$ cat src/rtl/maq_ctrl_if.sv
// Button, wrap-flag and enable signals between the timekeeping controller
// and its surroundings. The slave side is the controller.
interface maq_ctrl_if;
  logic       maq_ctrl_btn_mode;
  logic       maq_ctrl_btn_inc;
  logic       maq_ctrl_sec_wrap;
  logic       maq_ctrl_min_wrap;
  logic       maq_ctrl_sec_en;
  logic       maq_ctrl_min_en;
  logic       maq_ctrl_hour_en;
  logic       maq_ctrl_sec_clr;
  logic [1:0] maq_ctrl_mode;
  logic       maq_ctrl_blink;

  modport master (
    output maq_ctrl_btn_mode,
    output maq_ctrl_btn_inc,
    output maq_ctrl_sec_wrap,
    output maq_ctrl_min_wrap,
    input  maq_ctrl_sec_en,
    input  maq_ctrl_min_en,
    input  maq_ctrl_hour_en,
    input  maq_ctrl_sec_clr,
    input  maq_ctrl_mode,
    input  maq_ctrl_blink
  );

  modport slave (
    input  maq_ctrl_btn_mode,
    input  maq_ctrl_btn_inc,
    input  maq_ctrl_sec_wrap,
    input  maq_ctrl_min_wrap,
    output maq_ctrl_sec_en,
    output maq_ctrl_min_en,
    output maq_ctrl_hour_en,
    output maq_ctrl_sec_clr,
    output maq_ctrl_mode,
    output maq_ctrl_blink
  );
endinterface

$ cat src/rtl/maq_ctrl.sv
// Digital-clock timekeeping controller: 1 s prescaler, RUN/SET_H/SET_M mode
// sequencing, cascaded count enables and a blink strobe for the field being set.
module maq_ctrl #(
  parameter int unsigned TICK_DIV = 50000000,
  parameter int unsigned HALF_DIV = TICK_DIV / 2
) (
  input  logic       maq_ctrl_clock,
  input  logic       maq_ctrl_reset,
  maq_ctrl_if.slave  bus
);

  localparam int unsigned PW = (TICK_DIV > 1) ? $clog2(TICK_DIV) : 1;
  localparam logic [PW-1:0] TickMax = PW'(TICK_DIV - 1);
  localparam logic [PW-1:0] HalfThr = PW'(HALF_DIV);

  typedef enum logic [1:0] {
    StRun     = 2'b00,
    StSetH    = 2'b01,
    StSetM    = 2'b10,
    StIllegal = 2'b11
  } state_e;

  state_e        state_q, state_d;
  logic [PW-1:0] presc_q, presc_d;
  logic          mode_hist_q, mode_hist_d;
  logic          inc_hist_q, inc_hist_d;
  logic          sec_en_q, sec_en_d;
  logic          min_en_q, min_en_d;
  logic          hour_en_q, hour_en_d;
  logic          sec_clr_q, sec_clr_d;
  logic [1:0]    mode_q, mode_d;
  logic          blink_q, blink_d;

  logic mode_press, inc_press, tick;

  // Next-state and next-output computation for the mode FSM and prescaler.
  always_comb begin
    mode_press  = bus.maq_ctrl_btn_mode & ~mode_hist_q;
    inc_press   = bus.maq_ctrl_btn_inc & ~inc_hist_q;
    tick        = (presc_q == TickMax);

    state_d     = state_q;
    presc_d     = tick ? '0 : presc_q + PW'(1);
    mode_hist_d = bus.maq_ctrl_btn_mode;
    inc_hist_d  = bus.maq_ctrl_btn_inc;
    sec_en_d    = 1'b0;
    min_en_d    = 1'b0;
    hour_en_d   = 1'b0;
    sec_clr_d   = 1'b0;

    unique case (state_q)
      StRun: begin
        sec_en_d  = tick;
        min_en_d  = tick & bus.maq_ctrl_sec_wrap;
        hour_en_d = tick & bus.maq_ctrl_sec_wrap & bus.maq_ctrl_min_wrap;
        if (mode_press) state_d = StSetH;
      end
      StSetH: begin
        // Mode wins over a simultaneous inc press.
        if (mode_press) state_d = StSetM;
        else if (inc_press) hour_en_d = 1'b1;
      end
      StSetM: begin
        if (mode_press) begin
          state_d   = StRun;
          sec_clr_d = 1'b1;
          // Restart the second so the first tick after setting is a full period.
          presc_d   = '0;
        end else if (inc_press) begin
          min_en_d = 1'b1;
        end
      end
      StIllegal: begin
        state_d = StRun;
      end
      default: state_d = StRun;
    endcase

    mode_d  = (state_d == StIllegal) ? 2'b00 : state_d;
    // Blink tracks the prescaler value that will be held alongside it.
    blink_d = ((state_d == StSetH) || (state_d == StSetM)) && (presc_d < HalfThr);
  end

  // State and registered outputs with synchronous active-low reset.
  always_ff @(posedge maq_ctrl_clock) begin
    if (!maq_ctrl_reset) begin
      state_q     <= StRun;
      presc_q     <= '0;
      mode_hist_q <= 1'b1;
      inc_hist_q  <= 1'b1;
      sec_en_q    <= 1'b0;
      min_en_q    <= 1'b0;
      hour_en_q   <= 1'b0;
      sec_clr_q   <= 1'b0;
      mode_q      <= 2'b00;
      blink_q     <= 1'b0;
    end else begin
      state_q     <= state_d;
      presc_q     <= presc_d;
      mode_hist_q <= mode_hist_d;
      inc_hist_q  <= inc_hist_d;
      sec_en_q    <= sec_en_d;
      min_en_q    <= min_en_d;
      hour_en_q   <= hour_en_d;
      sec_clr_q   <= sec_clr_d;
      mode_q      <= mode_d;
      blink_q     <= blink_d;
    end
  end

  assign bus.maq_ctrl_sec_en  = sec_en_q;
  assign bus.maq_ctrl_min_en  = min_en_q;
  assign bus.maq_ctrl_hour_en = hour_en_q;
  assign bus.maq_ctrl_sec_clr = sec_clr_q;
  assign bus.maq_ctrl_mode    = mode_q;
  assign bus.maq_ctrl_blink   = blink_q;

endmodule

$ cat src/flat_wrapper.sv
// flat-port wrapper written by rule: the top's interface ports become plain ports
module maq_ctrl_flat 
#(
  parameter int unsigned TICK_DIV = 50000000,
  parameter int unsigned HALF_DIV = TICK_DIV / 2
)
  (maq_ctrl_clock, maq_ctrl_reset, bus_maq_ctrl_btn_mode, bus_maq_ctrl_btn_inc, bus_maq_ctrl_sec_wrap, bus_maq_ctrl_min_wrap, bus_maq_ctrl_sec_en, bus_maq_ctrl_min_en, bus_maq_ctrl_hour_en, bus_maq_ctrl_sec_clr, bus_maq_ctrl_mode, bus_maq_ctrl_blink);
  maq_ctrl_if bus_i ();
  input  logic maq_ctrl_clock;
  input  logic maq_ctrl_reset;
  input wire logic [$bits(bus_i.maq_ctrl_btn_mode)-1:0] bus_maq_ctrl_btn_mode;
  input wire logic [$bits(bus_i.maq_ctrl_btn_inc)-1:0] bus_maq_ctrl_btn_inc;
  input wire logic [$bits(bus_i.maq_ctrl_sec_wrap)-1:0] bus_maq_ctrl_sec_wrap;
  input wire logic [$bits(bus_i.maq_ctrl_min_wrap)-1:0] bus_maq_ctrl_min_wrap;
  output wire logic [$bits(bus_i.maq_ctrl_sec_en)-1:0] bus_maq_ctrl_sec_en;
  output wire logic [$bits(bus_i.maq_ctrl_min_en)-1:0] bus_maq_ctrl_min_en;
  output wire logic [$bits(bus_i.maq_ctrl_hour_en)-1:0] bus_maq_ctrl_hour_en;
  output wire logic [$bits(bus_i.maq_ctrl_sec_clr)-1:0] bus_maq_ctrl_sec_clr;
  output wire logic [$bits(bus_i.maq_ctrl_mode)-1:0] bus_maq_ctrl_mode;
  output wire logic [$bits(bus_i.maq_ctrl_blink)-1:0] bus_maq_ctrl_blink;
  assign bus_i.maq_ctrl_btn_mode = bus_maq_ctrl_btn_mode;
  assign bus_i.maq_ctrl_btn_inc = bus_maq_ctrl_btn_inc;
  assign bus_i.maq_ctrl_sec_wrap = bus_maq_ctrl_sec_wrap;
  assign bus_i.maq_ctrl_min_wrap = bus_maq_ctrl_min_wrap;
  assign bus_maq_ctrl_sec_en = bus_i.maq_ctrl_sec_en;
  assign bus_maq_ctrl_min_en = bus_i.maq_ctrl_min_en;
  assign bus_maq_ctrl_hour_en = bus_i.maq_ctrl_hour_en;
  assign bus_maq_ctrl_sec_clr = bus_i.maq_ctrl_sec_clr;
  assign bus_maq_ctrl_mode = bus_i.maq_ctrl_mode;
  assign bus_maq_ctrl_blink = bus_i.maq_ctrl_blink;
  maq_ctrl #(.TICK_DIV(TICK_DIV), .HALF_DIV(HALF_DIV)) u_core (.maq_ctrl_clock(maq_ctrl_clock), .maq_ctrl_reset(maq_ctrl_reset), .bus(bus_i));
endmodule
$ cat config.mk
export PLATFORM = sky130hd
export DESIGN_NAME = maq_ctrl_flat
export DESIGN_NICKNAME = d
export VERILOG_FILES = /design/src/rtl/maq_ctrl_if.sv /design/src/rtl/maq_ctrl.sv /design/src/flat_wrapper.sv
export SDC_FILE = /design/constraint.sdc
export NUM_CORES = 1
export LEC_CHECK = 0
export CAP_MARGIN = 5
export CORE_AREA = 2 2 61 121
export DETAILED_ROUTE_END_ITERATION = 7
export DIE_AREA = 0 0 63 123
export PLACE_DENSITY = 0.51
export SYNTH_ARGS = -nofsm -noshare
export SYNTH_HDL_FRONTEND = slang
export SYNTH_SLANG_ARGS = --single-unit
$ cat constraint.sdc
create_clock -name maq_ctrl_clock -period 2 [get_ports maq_ctrl_clock]
set_input_delay 0.4 -clock maq_ctrl_clock [delete_from_list [all_inputs] [get_ports maq_ctrl_clock]]
set_output_delay 0.4 -clock maq_ctrl_clock [all_outputs]
set_load 0.02 [all_outputs]
**Word-level counts from Yosys, hierarchy flattened**

Index checks and enable logic that the tools add are counted.

- Bits in registers: 37
- Bits of input ports: 6
- Output and inout port bits: 7
- Logic and storage cells: 44

- Add/sub/neg operators: 1
- Magnitude comparators: 1
- Equality and inequality tests: 7
- Multiplexer cells: 12
- Bitwise logic cells: 7
- Reductions and logical operators: 6

Operator list:

| cell | count |
|---|---|
| 2-to-1 mux 26 bit | 3 |
| adder 26 x 1 -> 26 bit, second input constant | 1 |
| equality test 26 bit, second input constant | 1 |
| less-than comparator 26 x 25 -> 1 bit, second input constant | 1 |
| equality test 2 bit, second input constant | 4 |
| case mux 2 bit (4 select lines) | 1 |
| 2-to-1 mux 2 bit | 3 |
| AND 1 bit | 4 |
| equality test 2 x 1 -> 1 bit, second input constant | 2 |
| case mux 1 bit (2 select lines) | 2 |
| AND reduction 2 bit | 2 |
| 2-to-1 mux 1 bit | 3 |
| inverter 1 bit | 3 |
| zero test 2 bit | 1 |
| OR reduction 2 bit | 1 |
| logical AND 1 bit | 1 |
| logical OR 1 bit | 1 |

**Depth between registers and ports, before layout**

- Depth in word-level cells: 7
- Mapped depth: 8
- Gate-level depth less buffers: 8

**Worst setup path after synthesis**

OpenSTA, ideal clock, no wires.

- Path type: register to register
- Start point: reg u_core.presc_q[0]
- End point: reg u_core.blink_q (netlist: u_core.bus.maq_ctrl_blink)
- Setup time: 60 ps
- Arrival: 1973 ps
- Data required time: 1940 ps
- Path slack: -33 ps
- Stages on the path, launching flop included: 9
- Buffers on the path: 0
- Clock period less this slack: 2033 ps
- Path through: dfxtp_1 > ha_1 > and2_2 > nand3_2 > mux2_4 > o22a_1 > o2111a_1 > a2111oi_4 > o2111a_1

- Longest elaborated chain between the ends: 6
- Elaborated cells on any way between the ends: 7
- Those cells by class: add/sub: 1; order compare: 1; eq/ne: 1; mux: 3; reduce/logical: 1

Ends and longest elaborated chain:

| element | line | RTL |
|---|---|---|
| start, declared | maq_ctrl.sv:24 | `logic [PW-1:0] presc_q, presc_d;` |
| start signal, assigned | maq_ctrl.sv:99 | `presc_q <= presc_d;` |
| adder 26 x 1 -> 26 bit or equality test 26 bit (tied branches) | maq_ctrl.sv:43, maq_ctrl.sv:40 |  |
| 2-to-1 mux 26 bit (*) | maq_ctrl.sv:43 | `presc_d = tick ? '0 : presc_q + PW'(1);` |
| 2-to-1 mux 26 bit | maq_ctrl.sv:64 | `if (mode_press) begin` |
| 2-to-1 mux 26 bit (*) | maq_ctrl.sv:51 | `unique case (state_q)` |
| less-than comparator 26 x 25 -> 1 bit (*) | maq_ctrl.sv:81 | `blink_d = ((state_d == StSetH) \|\| (state_d == StSetM)) && (presc_d < HalfThr);` |
| logical AND 1 bit (*) | maq_ctrl.sv:81 |  |
| end signal, assigned | maq_ctrl.sv:107 | `blink_q <= blink_d;` |
| end, declared | maq_ctrl.sv:32 | `logic blink_q, blink_d;` |

Every way passes the cells marked *; elsewhere a longest branch is shown, timed or not.
A chain may end at the register's enable or synchronous reset.

**Final worst setup path**

- Start point: reg u_core.presc_q[5]
- End point: reg u_core.blink_q (netlist: u_core.bus.maq_ctrl_blink)

Same word-level chain as after synthesis.

==> results list <==
- The flow ran to the end, but the final reports show violations.
* Failing checks: negative setup slack
* Setup violators final: 1
* Launch instance of the worst min-delay path: u_core.presc_q[22]
- For this run, the top clock speed supported by timing is 0.492 GHz.
- Number of antenna violations at the first check in global routing: 0
- Setup repair after global routing could not meet its margin everywhere.
* Max Cap Violations: 0
- Minimum clock period: roughly 2.0 ns
- At the end of the flow the core is filled with cells to a little over two fifths.
- Worst r2r dst: u_core.bus.maq_ctrl_blink
* Hold Crit Endpoint: u_core.presc_q[22]
* Overall die area: 7750 µm²
* Distinct cell type count of the synthesized netlist: slightly below 60
* ANT nets after route: 0
* Maximum clock path buffer count: 2
- Main combinational cell family by area after synthesis: simple AND/OR/NAND/NOR gates
* Post-Synth Simple-Gate Area: roughly a third
- Clock Latency Late Sink: approximately 0.27 ns
* Setup TNS Final: -0.0311 ns
- The first TritonRoute pass finished after 4 iterations.
- Number of placed I/O pins: 13
- Combinational logic burns just under 5% of the power.
* Number of synthesis warnings: 0
- Critical path required time: approximately 2.2 ns
* Number of buffers inserted during clock tree synthesis: 5
- Register bit total from synthesis: 37
- Synthesized area per cell: around 9.2 µm²
* Power density of the placed cells: 562 nW/µm²
* Startpoint Class: flip-flop
* Clock network fraction of design power: between 40% and 50%
- Highest ir drop seen on vdd: about 360 µV
* Final hold violation count: 0
- Crit-path max cell delay: between 0.5 and 0.6 ns
- Among all flip-flop cells after synthesis, the most frequent one is dfxtp_1.
- For this design the static power due to leakage is roughly 0.0012 µW.
- At the placement stage, the worst setup path has a slack of -0.254 ns.
* Fraction of met2 tracks used by global routing: 24.6%
- Cell internal power was estimated by the tool at roughly 1300 µW.
- Mux cell area share after synthesis: under 10%
- Sequential cell fraction of total power: between 40% and 50%
- Wire length of the first global-routing pass: 8190 µm
- The worst register-to-register path has a setup slack of -0.03 ns.
* Area growth from synthesis to layout: 44.2%
- Start of the worst register-to-register path: u_core.presc_q[5]
* Cells along the critical path: and4_4 -> and2_4 -> nor4b_4 -> nand2_2 -> or4b_1 -> o211a_1 -> o2111a_1
- The tree is rooted in a clkbuf_16.
- Hold Path Class: flip-flop to flip-flop
- Synth Net Count: about 230
* Initial detailed-routing violation count: 93
* DP Area: between 2000 and 2500 µm²
- Counting every instance in the synthesized netlist gives roughly 220.
* Proportion of layout cells with a drive suffix above 1: 38.5%
- Across all setup checks in the final design, the least slack found is -0.0311 ns.
- The share of the Yosys chip area taken by registers is a little under two fifths.
- The worst path uses 102% of the clock period.
* Remaining max-slew budget at the tightest pin: between 70 and 80%
- After clock tree synthesis, the clock-pin slew on the worst setup and hold paths is ~0.060 ns.
* Switching power as a share of total power: approximately a fifth
* Post-synth design cell area: between 1500 and 2000 µm²
* Core Area: between 6000 and 7000 µm²
- The number of hold buffers added after CTS was 0.
* Final Max Slew Viols: 0
- Final design instance area without fill: between 2000 and 3000 µm²
- Critical path capture point type: flip-flop
* Met1 layer usage reported by global route: between 15 and 20%
- The worst setup path is of the flip-flop to flip-flop kind.
- The die is between 100 and 150 µm tall.
* Largest area contributor in the synthesized netlist: dfxtp_1
* HPWL Detailed: ~3600 µm
- The worst hold path was traced through 2 stages.
- Number of nets at the end of the flow: approximately 280
- Of the total synthesized cell area, the portion taken by full adders, half adders and majority gates is 1.26%.
- Share of the synthesized area in the top cell type: ~37%
- Worst reg2reg path depth: 7
- Post-synth EDFFs: 0
- In this run the horizontal extent of the chip is 63 µm.
* Site Rows: 43
- In this run the number of H-tree levels came out at 2.
- After detailed routing, the average wire length per cell comes to about 13 µm.
- Global routing used around 2.4% of the available met3 tracks.
- Wires add up to 4820 µm.
* Highest fanout seen on the critical path: 6
* Data arrival time of the critical path: between 2 and 2.5 ns
- Area fraction in compound gates after synthesis: a little under a tenth
- Via count of the first global-routing pass: approximately 1800
- Final routed DRC violation total: 0
* Final Skew: between 0.002 and 0.003 ns
- Overall routing resource usage: between 10% and 20%
* Ys async rst share: 0%
- By instance count, the leading cell after synthesis is dfxtp_1.
- Commonest cells in the synthesized netlist: dfxtp_1, nor2_1, nand2_1, xnor2_1, xor2_1
- Most used routing layer: met2
- Number of inserted diodes: 0
- Cell types occupying the most area after synthesis: dfxtp_1, xnor2_1, xor2_1, nor2_1, nand2_1
* Count of input and output buffers: 12
* TritonCTS sink count: 37
* Global placer's final weighted congestion: 0.805
* Effective utilization at floorplan: around 29%
* TritonCTS clock tree: done
- The detailed router placed between 1500 and 2000 vias in this run.
- Tightest Pin Transition: between 0.3 and 0.4 ns
- In this run the power spent charging and discharging nets is 332 µW.
* Number of vias per cell after detailed routing: ~4.8
* Maximum number of pins on one net before global-route repair: 13
* Worst path slowest cell: or4b_1
* Total global routing overflow: 0
* Parity-gate share of the synthesized area counting xor and xnor cells: 11.4%
critical path, delay by kind of cell (launching register included):
family / cells / cell delay, ns
and+or+nand+nor: 5 / 1.34
DFF: 1 / 0.35
AOI/OAI and AO/OA: 2 / 0.24
area by class of cell:
class                   instances  area, µm²
multi-input cells             167       1350
clock inverters                 1       7.51
well taps                      90        113
flip-flops and latches         37        766
clock buffers                   6        139
inverters                       2       7.51
fillers                       695       3970
repair buffers                 60        488
cell families after synthesis:
kind of cell               after synthesis
AOI/OAI and AO/OA                       22
buffers and inverters                   13
and+or+nand+nor                        113
adders and majority gates                2
DFF                                     37
muxes                                    4
xor gates and xnor gates                26
how the worst max path moves through the flow:
stage,startpoint,endpoint
2_1_floorplan,u_core.presc_q[9],u_core.bus.maq_ctrl_blink
3_3_place_gp,bus_maq_ctrl_btn_mode,u_core.bus.maq_ctrl_blink
3_5_place_dp,bus_maq_ctrl_btn_mode,u_core.bus.maq_ctrl_blink
4_1_cts,u_core.presc_q[14],u_core.bus.maq_ctrl_blink
5_1_grt,u_core.presc_q[2],u_core.bus.maq_ctrl_blink
6_report,u_core.presc_q[5],u_core.bus.maq_ctrl_blink
metal layers:
metal	part of all wire, %	wire, µm
met1	42	2050
met2	54	2620
met3	1.9	93
met4	1.3	64
met5	0	0
state kept, by name, summed over array words and instances, names as in the netlist:
signal,cells
u_core.bus.maq_ctrl_blink,1
u_core.bus.maq_ctrl_sec_en,1
u_core.inc_hist_q,1
u_core.bus.maq_ctrl_min_en,1
u_core.presc_q,26
u_core.mode_hist_q,1
u_core.bus.maq_ctrl_sec_clr,1
u_core.state_q,2
u_core.bus.maq_ctrl_mode,2
u_core.bus.maq_ctrl_hour_en,1
power groups by stage:
| stage | logic [µW] | registers, µW | clock network [µW] |
|---|---|---|---|
| after floorplan | 29.9 | 777 | 0 |
| after global placement | 70.1 | 774 | 0 |
| after detailed placement | 70.1 | 774 | 0 |
| after CTS | 77.5 | 758 | 801 |
| after global routing | 86.7 | 760 | 829 |
| final | 79.7 | 758 | 774 |
stage by stage:
stage	total power [µW]	hold WS [ns]	std cells
after floorplan	807	0.427	217
after global placement	844	0.444	349
after detailed placement	844	0.469	349
after CTS	1640	0.513	362
after global routing	1680	0.570	363
final	1610	0.504	363
placed cells by master, fill, tap and decap left out, types with 4 or more instances in the layout:
| cell | n |
|---|---|
| dfxtp_1 | 25 |
| and2_1 | 6 |
| dfxtp_2 | 8 |
| nand3_1 | 9 |
| nand4_1 | 5 |
| nor2_1 | 28 |
| nand2_1 | 10 |
| xnor2_1 | 11 |
| xor2_1 | 13 |
| clkbuf_16 | 5 |
| clkdlybuf4s50_1 | 12 |
| buf_4 | 46 |
| dfxtp_4 | 4 |
| nand2b_1 | 5 |
| a21oi_1 | 5 |
timing repair:
item,in CTS,in global routing
gates cloned,0,0
resized for setup,31,17
endpoints found under the setup margin,25,25
pin swaps,12,9
setup buffers,7,1
Note: power is estimated with default switching activity, not from simulation.
